$ cat config.mk
export PLATFORM = sky130hd
export DESIGN_NAME = i2c_byte_master
export DESIGN_NICKNAME = d
export VERILOG_FILES = /design/src/rtl/i2c_typedefs.sv /design/src/rtl/i2c_quarter_timer.sv /design/src/rtl/i2c_byte_master.sv
export SDC_FILE = /design/constraint.sdc
export NUM_CORES = 1
export LEC_CHECK = 0
export ABC_AREA = 1
export BUFFER_PORTS_ARGS = -buffer_cell sky130_fd_sc_hd__clkbuf_2
export CAP_MARGIN = 20
export CORE_UTILIZATION = 50
export DETAILED_ROUTE_END_ITERATION = 10
export PLACE_DENSITY = 0.7
export SETUP_SLACK_MARGIN = 0.3
export SYNTH_ARGS = -nofsm -noshare
export SYNTH_HDL_FRONTEND = slang
export SYNTH_SLANG_ARGS = --single-unit
export TNS_END_PERCENT = 20
$ cat constraint.sdc
create_clock -name clk -period 1.64 [get_ports clk]
set_input_delay 0 -clock clk [delete_from_list [all_inputs] [get_ports clk]]
set_output_delay 0 -clock clk [all_outputs]
set_load 0.02 [all_outputs]
$ cat src/rtl/i2c_typedefs.sv
// Shared command, state and width definitions for the I2C byte master.
package i2c_typedefs;

    localparam int I2C_DATA_WIDTH = 8;

    typedef enum logic [2:0] {
        CMD_START    = 3'd0,
        CMD_STOP     = 3'd1,
        CMD_WRITE    = 3'd2,
        CMD_READ_ACK = 3'd3,
        CMD_READ_NAK = 3'd4
    } i2c_cmd_t;

    typedef enum logic [2:0] {
        IDLE,
        START,
        WR_BIT,
        WR_ACK,
        RD_BIT,
        RD_ACK,
        STOP,
        DONE
    } i2c_master_state_t;

endpackage

$ cat src/rtl/i2c_quarter_timer.sv
// SCL quarter-period timer; freezes while a released SCL is held low.
module i2c_quarter_timer #(
    parameter int CLK_DIV = 250
) (
    input  logic       clk,
    input  logic       rst_n,
    input  logic       en_i,
    input  logic       scl_rel_i,
    input  logic       scl_i,
    output logic [1:0] qtr_o,
    output logic       last_o
);

    localparam int CW = (CLK_DIV > 2) ? $clog2(CLK_DIV) : 1;
    localparam logic [CW-1:0] CNT_MAX = CW'(CLK_DIV - 1);

    logic [CW-1:0] cnt_q;
    logic [1:0]    qtr_q;
    logic          hold;

    assign hold   = scl_rel_i & ~scl_i;
    assign last_o = en_i & ~hold & (cnt_q == CNT_MAX);
    assign qtr_o  = qtr_q;

    always_ff @(posedge clk or negedge rst_n) begin
        if (!rst_n) begin
            cnt_q <= '0;
            qtr_q <= 2'd0;
        end else if (!en_i) begin
            cnt_q <= '0;
            qtr_q <= 2'd0;
        end else if (!hold) begin
            if (cnt_q == CNT_MAX) begin
                cnt_q <= '0;
                qtr_q <= qtr_q + 2'd1;
            end else begin
                cnt_q <= cnt_q + CW'(1);
            end
        end
    end

endmodule

$ cat src/rtl/i2c_byte_master.sv
// I2C master byte engine: turns START/STOP/WRITE/READ commands into
// open-drain SCL/SDA waveforms and returns one response per command.
module i2c_byte_master
    import i2c_typedefs::*;
#(
    parameter int CLK_DIV = 250
) (
    input  logic                      clk,
    input  logic                      rst_n,
    input  logic                      cmd_valid,
    output logic                      cmd_ready,
    input  logic [2:0]                cmd,
    input  logic [I2C_DATA_WIDTH-1:0] wr_data,
    output logic                      rsp_valid,
    output logic [I2C_DATA_WIDTH-1:0] rsp_data,
    output logic                      rsp_ack,
    output logic                      rsp_err,
    output logic                      bus_owned,
    input  logic                      scl_i,
    output logic                      scl_o,
    input  logic                      sda_i,
    output logic                      sda_o
);

    localparam int DW = I2C_DATA_WIDTH;
    localparam logic [2:0] BIT_LAST = 3'(DW - 1);

    i2c_master_state_t state_q;
    logic              cmd_ready_q;
    logic              rsp_valid_q;
    logic [DW-1:0]     rsp_data_q;
    logic              rsp_ack_q;
    logic              rsp_err_q;
    logic              bus_owned_q;
    logic              scl_o_q;
    logic              sda_o_q;
    logic [DW-1:0]     sr_q;
    logic [2:0]        bit_cnt_q;
    logic              rd_ack_q;
    logic              smp_q;

    logic       tmr_en;
    logic [1:0] qtr;
    logic       tmr_last;
    logic       st_ok;
    logic       sp_ok;
    logic       wr_ok;
    logic       rd_ok;

    assign tmr_en = (state_q != IDLE) && (state_q != DONE);

    assign st_ok = (cmd == CMD_START);
    assign sp_ok = (cmd == CMD_STOP) && bus_owned_q;
    assign wr_ok = (cmd == CMD_WRITE) && bus_owned_q;
    assign rd_ok = ((cmd == CMD_READ_ACK) || (cmd == CMD_READ_NAK))
                   && bus_owned_q;

    i2c_quarter_timer #(
        .CLK_DIV(CLK_DIV)
    ) u_timer (
        .clk      (clk),
        .rst_n    (rst_n),
        .en_i     (tmr_en),
        .scl_rel_i(scl_o_q),
        .scl_i    (scl_i),
        .qtr_o    (qtr),
        .last_o   (tmr_last)
    );

    always_ff @(posedge clk or negedge rst_n) begin
        if (!rst_n) begin
            state_q     <= IDLE;
            cmd_ready_q <= 1'b1;
            rsp_valid_q <= 1'b0;
            rsp_data_q  <= '0;
            rsp_ack_q   <= 1'b0;
            rsp_err_q   <= 1'b0;
            bus_owned_q <= 1'b0;
            scl_o_q     <= 1'b1;
            sda_o_q     <= 1'b1;
            sr_q        <= '0;
            bit_cnt_q   <= 3'd0;
            rd_ack_q    <= 1'b0;
            smp_q       <= 1'b0;
        end else begin
            rsp_valid_q <= 1'b0;
            unique case (state_q)
                IDLE: begin
                    if (cmd_valid && cmd_ready_q) begin
                        cmd_ready_q <= 1'b0;
                        unique case (1'b1)
                            st_ok: begin
                                state_q <= START;
                                sda_o_q <= 1'b1;
                            end
                            sp_ok: begin
                                state_q <= STOP;
                                sda_o_q <= 1'b0;
                                scl_o_q <= 1'b0;
                            end
                            wr_ok: begin
                                state_q   <= WR_BIT;
                                sr_q      <= wr_data;
                                sda_o_q   <= wr_data[DW-1];
                                bit_cnt_q <= BIT_LAST;
                            end
                            rd_ok: begin
                                state_q   <= RD_BIT;
                                sda_o_q   <= 1'b1;
                                bit_cnt_q <= BIT_LAST;
                                rd_ack_q  <= (cmd == CMD_READ_ACK);
                            end
                            default: begin
                                state_q     <= DONE;
                                rsp_valid_q <= 1'b1;
                                rsp_err_q   <= 1'b1;
                                rsp_ack_q   <= 1'b0;
                            end
                        endcase
                    end
                end
                START: begin
                    if (tmr_last) begin
                        unique case (qtr)
                            2'd0: scl_o_q <= 1'b1;
                            2'd1: begin
                                // Someone else holds SDA: the start cannot be issued.
                                if (!sda_i) begin
                                    scl_o_q     <= 1'b1;
                                    sda_o_q     <= 1'b1;
                                    bus_owned_q <= 1'b0;
                                    state_q     <= DONE;
                                    rsp_valid_q <= 1'b1;
                                    rsp_err_q   <= 1'b1;
                                    rsp_ack_q   <= 1'b0;
                                end else begin
                                    sda_o_q <= 1'b0;
                                end
                            end
                            2'd2: scl_o_q <= 1'b0;
                            default: begin
                                bus_owned_q <= 1'b1;
                                state_q     <= DONE;
                                rsp_valid_q <= 1'b1;
                                rsp_err_q   <= 1'b0;
                                rsp_ack_q   <= 1'b0;
                            end
                        endcase
                    end
                end
                WR_BIT: begin
                    if (tmr_last) begin
                        unique case (qtr)
                            2'd0: scl_o_q <= 1'b1;
                            2'd2: begin
                                if (sda_o_q && !sda_i) begin
                                    scl_o_q     <= 1'b1;
                                    sda_o_q     <= 1'b1;
                                    bus_owned_q <= 1'b0;
                                    state_q     <= DONE;
                                    rsp_valid_q <= 1'b1;
                                    rsp_err_q   <= 1'b1;
                                    rsp_ack_q   <= 1'b0;
                                end
                            end
                            2'd3: begin
                                scl_o_q <= 1'b0;
                                if (bit_cnt_q == 3'd0) begin
                                    state_q <= WR_ACK;
                                    sda_o_q <= 1'b1;
                                end else begin
                                    bit_cnt_q <= bit_cnt_q - 3'd1;
                                    sr_q      <= {sr_q[DW-2:0], 1'b0};
                                    sda_o_q   <= sr_q[DW-2];
                                end
                            end
                            default: ;
                        endcase
                    end
                end
                WR_ACK: begin
                    if (tmr_last) begin
                        unique case (qtr)
                            2'd0: scl_o_q <= 1'b1;
                            2'd2: smp_q <= ~sda_i;
                            2'd3: begin
                                scl_o_q     <= 1'b0;
                                state_q     <= DONE;
                                rsp_valid_q <= 1'b1;
                                rsp_err_q   <= 1'b0;
                                rsp_ack_q   <= smp_q;
                            end
                            default: ;
                        endcase
                    end
                end
                RD_BIT: begin
                    if (tmr_last) begin
                        unique case (qtr)
                            2'd0: scl_o_q <= 1'b1;
                            2'd2: sr_q <= {sr_q[DW-2:0], sda_i};
                            2'd3: begin
                                scl_o_q <= 1'b0;
                                if (bit_cnt_q == 3'd0) begin
                                    state_q <= RD_ACK;
                                    sda_o_q <= ~rd_ack_q;
                                end else begin
                                    bit_cnt_q <= bit_cnt_q - 3'd1;
                                end
                            end
                            default: ;
                        endcase
                    end
                end
                RD_ACK: begin
                    if (tmr_last) begin
                        unique case (qtr)
                            2'd0: scl_o_q <= 1'b1;
                            2'd3: begin
                                scl_o_q     <= 1'b0;
                                state_q     <= DONE;
                                rsp_valid_q <= 1'b1;
                                rsp_data_q  <= sr_q;
                                rsp_err_q   <= 1'b0;
                                rsp_ack_q   <= rd_ack_q;
                            end
                            default: ;
                        endcase
                    end
                end
                STOP: begin
                    if (tmr_last) begin
                        unique case (qtr)
                            2'd0: scl_o_q <= 1'b1;
                            2'd1: sda_o_q <= 1'b1;
                            2'd3: begin
                                bus_owned_q <= 1'b0;
                                state_q     <= DONE;
                                rsp_valid_q <= 1'b1;
                                rsp_err_q   <= 1'b0;
                                rsp_ack_q   <= 1'b0;
                            end
                            default: ;
                        endcase
                    end
                end
                DONE: begin
                    state_q     <= IDLE;
                    cmd_ready_q <= 1'b1;
                end
                default: state_q <= IDLE;
            endcase
        end
    end

    assign cmd_ready = cmd_ready_q;
    assign rsp_valid = rsp_valid_q;
    assign rsp_data  = rsp_data_q;
    assign rsp_ack   = rsp_ack_q;
    assign rsp_err   = rsp_err_q;
    assign bus_owned = bus_owned_q;
    assign scl_o     = scl_o_q;
    assign sda_o     = sda_o_q;

endmodule

==> results of run 1 <==
[logic make-up after synthesis]
group / Yosys count
AND/OR/NAND/NOR: 199
AO/OA/AOI/OAI: 71
buffers and inverters: 60
flip-flops: 41
adder cells (fa/ha/maj): 8
XOR/XNOR: 2
[worst min-delay path by stage]
| stage | from | end | slack [ps] | cells past startpoint |
|---|---|---|---|---|
| floorplan | rst_n | bit_cnt_q[0] | -300 | 0 |
| global placement | rst_n | rsp_data[2] | 100 | 2 |
| detailed placement | rst_n | rsp_data[3] | 100 | 2 |
| CTS | cmd_valid | rd_ack_q | 4 | 3 |
| global route | wr_data[2] | sr_q[2] | 40 | 3 |
| finish | wr_data[6] | sr_q[6] | 20 | 3 |
[flip-flops by register name, summed over array words and instances, names as in the netlist, 2 cells and up]
signal and flops:
bit_cnt_q 3, rsp_data 8, u_timer.cnt_q 8, sr_q 8, u_timer.qtr_o 2, state_q 3
[layout make-up]
class                      count  area [sq um]
timing repair buffer         101           742
sequential                    41          1030
clock buffer                   5          68.8
inverter                      53           218
fill                         422          1520
clock inverter                 3          21.3
multi-input combinational    282          1810
tap                           72          90.1
[timing repair]
item / CTS / global route
resized for setup: 48 / 40
hold endpoints to repair: 39 / 0
pin swaps: 24 / 26
hold buffers: 2 / 0
setup endpoints to repair: 40 / 40
cloned: 2 / 0
buffers inserted: 6 / 6
[placed cells by master (no fill, tap or decap), drive strengths merged]
cell and n:
nand2 119, a21oi 14, clkbuf 35, dfrtp 38, a32oi 1, nor3b 4
ha 8, dlygate4sd3 2, o22ai 3, nor3 4, a22oi 1, xnor2 1
o211ai 3, dfstp 3, clkinvlp 1, nand3 27, or2 1, nand4 6
and3 2, o31ai 1, o21ai 48, clkinv 2, buf 69, nand3b 4
nor2 34, inv 53, xor2 1
[power by group through the flow]
| stage | clock network [mW] | logic (mW) | registers (mW) |
|---|---|---|---|
| final | 0.713 | 5.44 | 1.70 |
| after global routing | 0.763 | 5.87 | 1.73 |
| after CTS | 0.734 | 4.84 | 1.70 |
| after detailed placement | 0 | 4.33 | 1.67 |
| after global placement | 0 | 4.29 | 1.66 |
| after floorplan | 0 | 2.86 | 1.63 |
[metal layers]
metal / vias up / routed length [um] / GRT usage
li1: 1442 / - / -
met1: 1397 / 3590 / 0.361
met2: 88 / 3910 / 0.460
met3: 19 / 387 / 0.0471
met4: 0 / 159 / 0.0755
met5: - / 0 / 0
[critical path, stage by stage (launching register included)]
cell and delay, ps:
dfrtp_1 410, inv_2 80, ha_4 140, inv_4 30
nor2_4 100, inv_1 60, nand2_1 90, nand3_2 100
nor2_4 130, nand2_2 120, buf_6 150, o21ai_4 120
nand2_1 60
==> metrics.csv, run 1 <==
stage;metric;value;unit
yosys;synthesized area per cell;7.51;sq um
die;Die Height;77.7;um
drt;Iteration-0 DRC Markers;255;
power;switching power;3.84;mW
power;Power Density;1970;nW/um^2
hold_path;Hold Path Class;in2reg;
drt;Via Count;2946;
global_routing;antenna violations before repair;0;
outcome;failing checks;negative setup slack;
yosys;count leader, synth;nand2_1;
worst_setup_path;reg2reg end;state_q[0];
place;DP HPWL;5590;um
yosys;register area share after synthesis;0.360;
yosys;asr flop ratio synth;1.00;
place;Place WS;-137;ps
global_routing;grt ovf;0;
sta;Final Max Slew Viols;0;
worst_setup_path;Setup crit end kind;flip-flop;
sta;Final Cycle Share;1.05;
place;placed cells;533;
yosys;top post-synthesis cells by count;nand2_1, inv_1, dfrtp_1, o21ai_0, nor2_1;
yosys;largest cells by area after synthesis;dfrtp_1, nand2_1, o21ai_0;
yosys;top_reg_cell synth;dfrtp_1;
yosys;largest family of logic cells by synthesized area;simple AND/OR/NAND/NOR gates;
finish;Layout Cells excl Fill;557;
finish;nets;508;
sta;slack of the critical path;-83.4;ps
die;Starting Density;0.520;
sta;post-route setup TNS;-448;ps
finish;ant diodes;0;
drt;1st-pass router iterations;4;
worst_setup_path;CP required;1830;ps
finish;P&R area growth vs syn;39.3;%
drt;DRC;0;
yosys;Mapped Cells;381;
sta;Slew headroom;0.651;
worst_setup_path;Startpoint Class;flip-flop;
drt;DR vias/cell;5.29;
sta;Setup-failing EPs final;16;
sta;Final Hold Viols;0;
yosys;post-synthesis simple-gate area fraction;0.358;
die;Die Area;6030;sq um
place;Port Buffers;30;
clock_tree;TritonCTS sink count;41;
die;core area;5510;sq um
die;Rows;27;
yosys;post-synthesis compound-gate area fraction;0.146;
finish;Final Instance Area;3990;sq um
worst_setup_path;R2R Path Start;bit_cnt_q[0];
yosys;Mapped Nets;405;
worst_setup_path;Worst setup startpoint;bit_cnt_q[0];
flow_run;Max-Cap Viols;0;
global_routing;largest net degree at the start of global routing;42;
power;Internal;4.00;mW
power;total power;7.84;mW
yosys;Adder-Cell Fraction of Synth Area;0.0350;
yosys;multiplexer share of the synthesized area;0;
power;clock power share;0.091;
sta;clk_skew;10.9;ps
die;die width;77.7;um
yosys;library cells used by synthesis;40;
yosys;Ys Warns;0;
outcome;status;finished, violations left;
worst_setup_path;crit path kind;reg2reg;
yosys;post-synthesis register bit count;41;
clock_tree;clock buffer depth;2;
sta;worst-margin pin slew;524;ps
drt;Post-Route WL;8050;um
finish;layout cells sized above 1;0.449;
yosys;xor and xnor area share after synthesis;0.00612;
worst_setup_path;Setup crit end;state_q[0];
yosys;Mapped Area;2860;sq um
global_routing;total track usage;0.274;
worst_setup_path;critical path arrival;1920;ps
finish;Post-Route Utilization;0.724;
global_routing;first-pass GRT wire length;12900;um
clock_tree;total CTS buffers;5;
power;worst vdd ir;0.946;mV
sta;RSZ-0062 raised after global routing;true;
power;register share of total power;0.216;
yosys;Post-synth EDFFs;0;
yosys;post-synth top area share;0.332;
clock_tree;clk root buf;clkbuf_8;
place;Post-DP Area;3480;sq um
worst_setup_path;critical-path maximum fanout;4;
worst_setup_path;flop-to-flop setup slack;-80;ps
drt;Antenna Nets Post-Route;0;
global_routing;vias in the first global route;2757;
clock_tree;TritonCTS clock tree;yes;
power;Pleak;2.08;nW
sta;fin crit period;1720;ps
yosys;Yosys top cell by area;dfrtp_1;
clock_tree;Clk Latency, worst-skew pair;310;ps
drt;DR WL/cell;14.4;um
worst_setup_path;FF-to-FF path depth;12;
die;# IOs;31;
clock_tree;htree depth;2;
sta;WHS;22.7;ps
power;Comb power frac;0.693;
sta;fmax;580;MHz
power;Sw Ratio;0.490;
place;GP Congestion;0.976;
clock_tree;clk slew on worst S/H paths;100;ps
No activity file was read; power rests on OpenSTA's default activity.
==> run 2: changes to the inputs <==
--- a/config.mk
+++ b/config.mk
@@ -11,7 +11,7 @@
 export CORE_UTILIZATION = 50
 export DETAILED_ROUTE_END_ITERATION = 10
 export PLACE_DENSITY = 0.7
-export SETUP_SLACK_MARGIN = 0.3
+export SETUP_SLACK_MARGIN = 0.5
 export SYNTH_ARGS = -nofsm -noshare
 export SYNTH_HDL_FRONTEND = slang
 export SYNTH_SLANG_ARGS = --single-unit
==> run 2 against run 1 <==
Against the previous run:
- the run still ends with negative setup slack left
- worst setup slack got worse by 1.3 ps
- sequential power rose by 2%
- global-route usage rose by 0.54 points
- register-to-register slack barely moved
- cell count rose by 3.2%
- die area did not move
- critical endpoint is now state_q[1]
- highest routed layer unchanged
==> metrics.csv, run 2 (synthesis results as in run 1) <==
stage;metric;value;unit
clock_tree;htree depth;2;
power;worst vdd ir;1.27;mV
drt;1st-pass router iterations;4;
sta;post-route setup TNS;-774;ps
sta;RSZ-0062 raised after global routing;true;
power;total power;8.47;mW
hold_path;Hold Path Class;in2reg;
drt;Antenna Nets Post-Route;0;
drt;DRC;0;
place;DP HPWL;5830;um
flow_run;Max-Cap Viols;0;
worst_setup_path;flop-to-flop setup slack;-80;ps
finish;nets;526;
sta;Final Cycle Share;1.05;
finish;Post-Route Utilization;0.770;
clock_tree;TritonCTS clock tree;yes;
sta;Slew headroom;0.634;
sta;Setup-failing EPs final;19;
drt;Iteration-0 DRC Markers;224;
power;Pleak;2.18;nW
global_routing;vias in the first global route;2688;
outcome;failing checks;negative setup slack;
global_routing;total track usage;0.279;
drt;Via Count;2978;
global_routing;grt ovf;0;
die;die width;77.7;um
finish;ant diodes;0;
sta;slack of the critical path;-84.7;ps
sta;Final Max Slew Viols;0;
die;Die Area;6030;sq um
clock_tree;clock buffer depth;2;
clock_tree;TritonCTS sink count;41;
finish;most frequent cells in the layout;nand2_1, buf_4, inv_1, dfrtp_1, clkbuf_2;
worst_setup_path;Setup crit end kind;flip-flop;
clock_tree;total CTS buffers;5;
global_routing;first-pass GRT wire length;13000;um
finish;P&R area growth vs syn;48.2;%
clock_tree;clk root buf;clkbuf_8;
drt;DR vias/cell;5.18;
sta;Final Hold Viols;0;
sta;fin crit period;1720;ps
worst_setup_path;crit path kind;reg2reg;
worst_setup_path;critical path arrival;1920;ps
global_routing;antenna violations before repair;0;
clock_tree;clk slew on worst S/H paths;90;ps
die;Die Height;77.7;um
drt;Post-Route WL;8290;um
power;Power Density;2000;nW/um^2
place;Port Buffers;30;
sta;worst-margin pin slew;544;ps
sta;clk_skew;7.38;ps
finish;layout cells sized above 1;0.487;
worst_setup_path;Startpoint Class;flip-flop;
outcome;status;finished, violations left;
finish;commonest non-fill, non-tap cell in the layout;nand2_1;
die;core area;5510;sq um
global_routing;largest net degree at the start of global routing;22;
clock_tree;Clk Latency, worst-skew pair;300;ps
die;Starting Density;0.520;
worst_setup_path;critical-path maximum fanout;5;
die;# IOs;31;
drt;DR WL/cell;14.4;um
worst_setup_path;CP required;1840;ps
sta;fmax;580;MHz
place;GP Congestion;0.956;
sta;WHS;18.2;ps
place;Place WS;-178;ps
die;Rows;27;
-- run 2: cell types whose count changed in the layout (fill, tap and decap cells not counted), moves of 3 or more --
cell     previous run  this run
nand2_8             0         4
buf_4              57        74
nor2_1             17        14
nand2_4            14        11
nand3_1            19        14
inv_2              12         7
o21ai_2            11        15
nand3_2             7        11
nand2_1            89        86
-- run 2: path summary, 6_finish.rpt --
kind,from,end,cells past startpoint
max reg2reg,bit_cnt_q[0],state_q[1],12
max in group asynchronous,rst_n,cmd_ready,3
max,bit_cnt_q[0],state_q[1],12
min reg2reg,rsp_data[2],rsp_data[2],2
min,cmd_valid,rd_ack_q,3
min in group asynchronous,rst_n,sr_q[7],2
-- run 2: what timing repair did --
item                                    4_1_cts  5_1_grt
hold endpoints to repair                     19        0
buffers inserted                              9       16
hold buffers                                  2        0
resized for setup                            41       71
cloned                                        1        1
endpoints found under the setup margin       41       42
pin swaps                                    23       38
-- run 2: where the power goes --
part / internal (mW) / leakage [nW] / switching, mW / total [mW]
registers: 1.37 / 0.516 / 0.369 / 1.74
clock network: 0.303 / 0.0445 / 0.400 / 0.703
logic: 2.68 / 1.62 / 3.35 / 6.03
total: 4.35 / 2.18 / 4.11 / 8.47
-- run 2: critical path, cell delays in order (launching register included) --
cell	delay, ps
dfrtp_1	410
inv_2	70
ha_2	160
inv_1	30
nor2_1	160
inv_1	80
nand2_2	70
nand3_2	90
nor2_4	130
nand2_4	100
buf_6	130
o21ai_2	100
nand2_1	70
-- run 2: area by class of cell --
| class | instances | area (sq um) |
|---|---|---|
| multi-input combinational | 282 | 1900 |
| fill | 384 | 1260 |
| sequential | 41 | 1030 |
| timing repair buffer | 119 | 896 |
| inverter | 53 | 228 |
| tap | 72 | 90.1 |
| clock buffer | 5 | 68.8 |
| clock inverter | 3 | 21.3 |
-- run 2: through the flow --
stage               std cells  area (sq um)
floorplan                 381          2880
finish                    575          4240
global placement          538          3530
CTS                       558          3850
detailed placement        538          3530
global route              575          4240
-- run 2: routing by layer --
metal / share of wire / global-route usage / vias to the layer above / wire length, um
met5: 0 / 0 / - / 0
met4: 0.025 / 0.0943 / 0 / 205
met3: 0.040 / 0.0318 / 21 / 334
met2: 0.48 / 0.450 / 75 / 3990
met1: 0.45 / 0.389 / 1391 / 3760
li1: - / - / 1491 / -
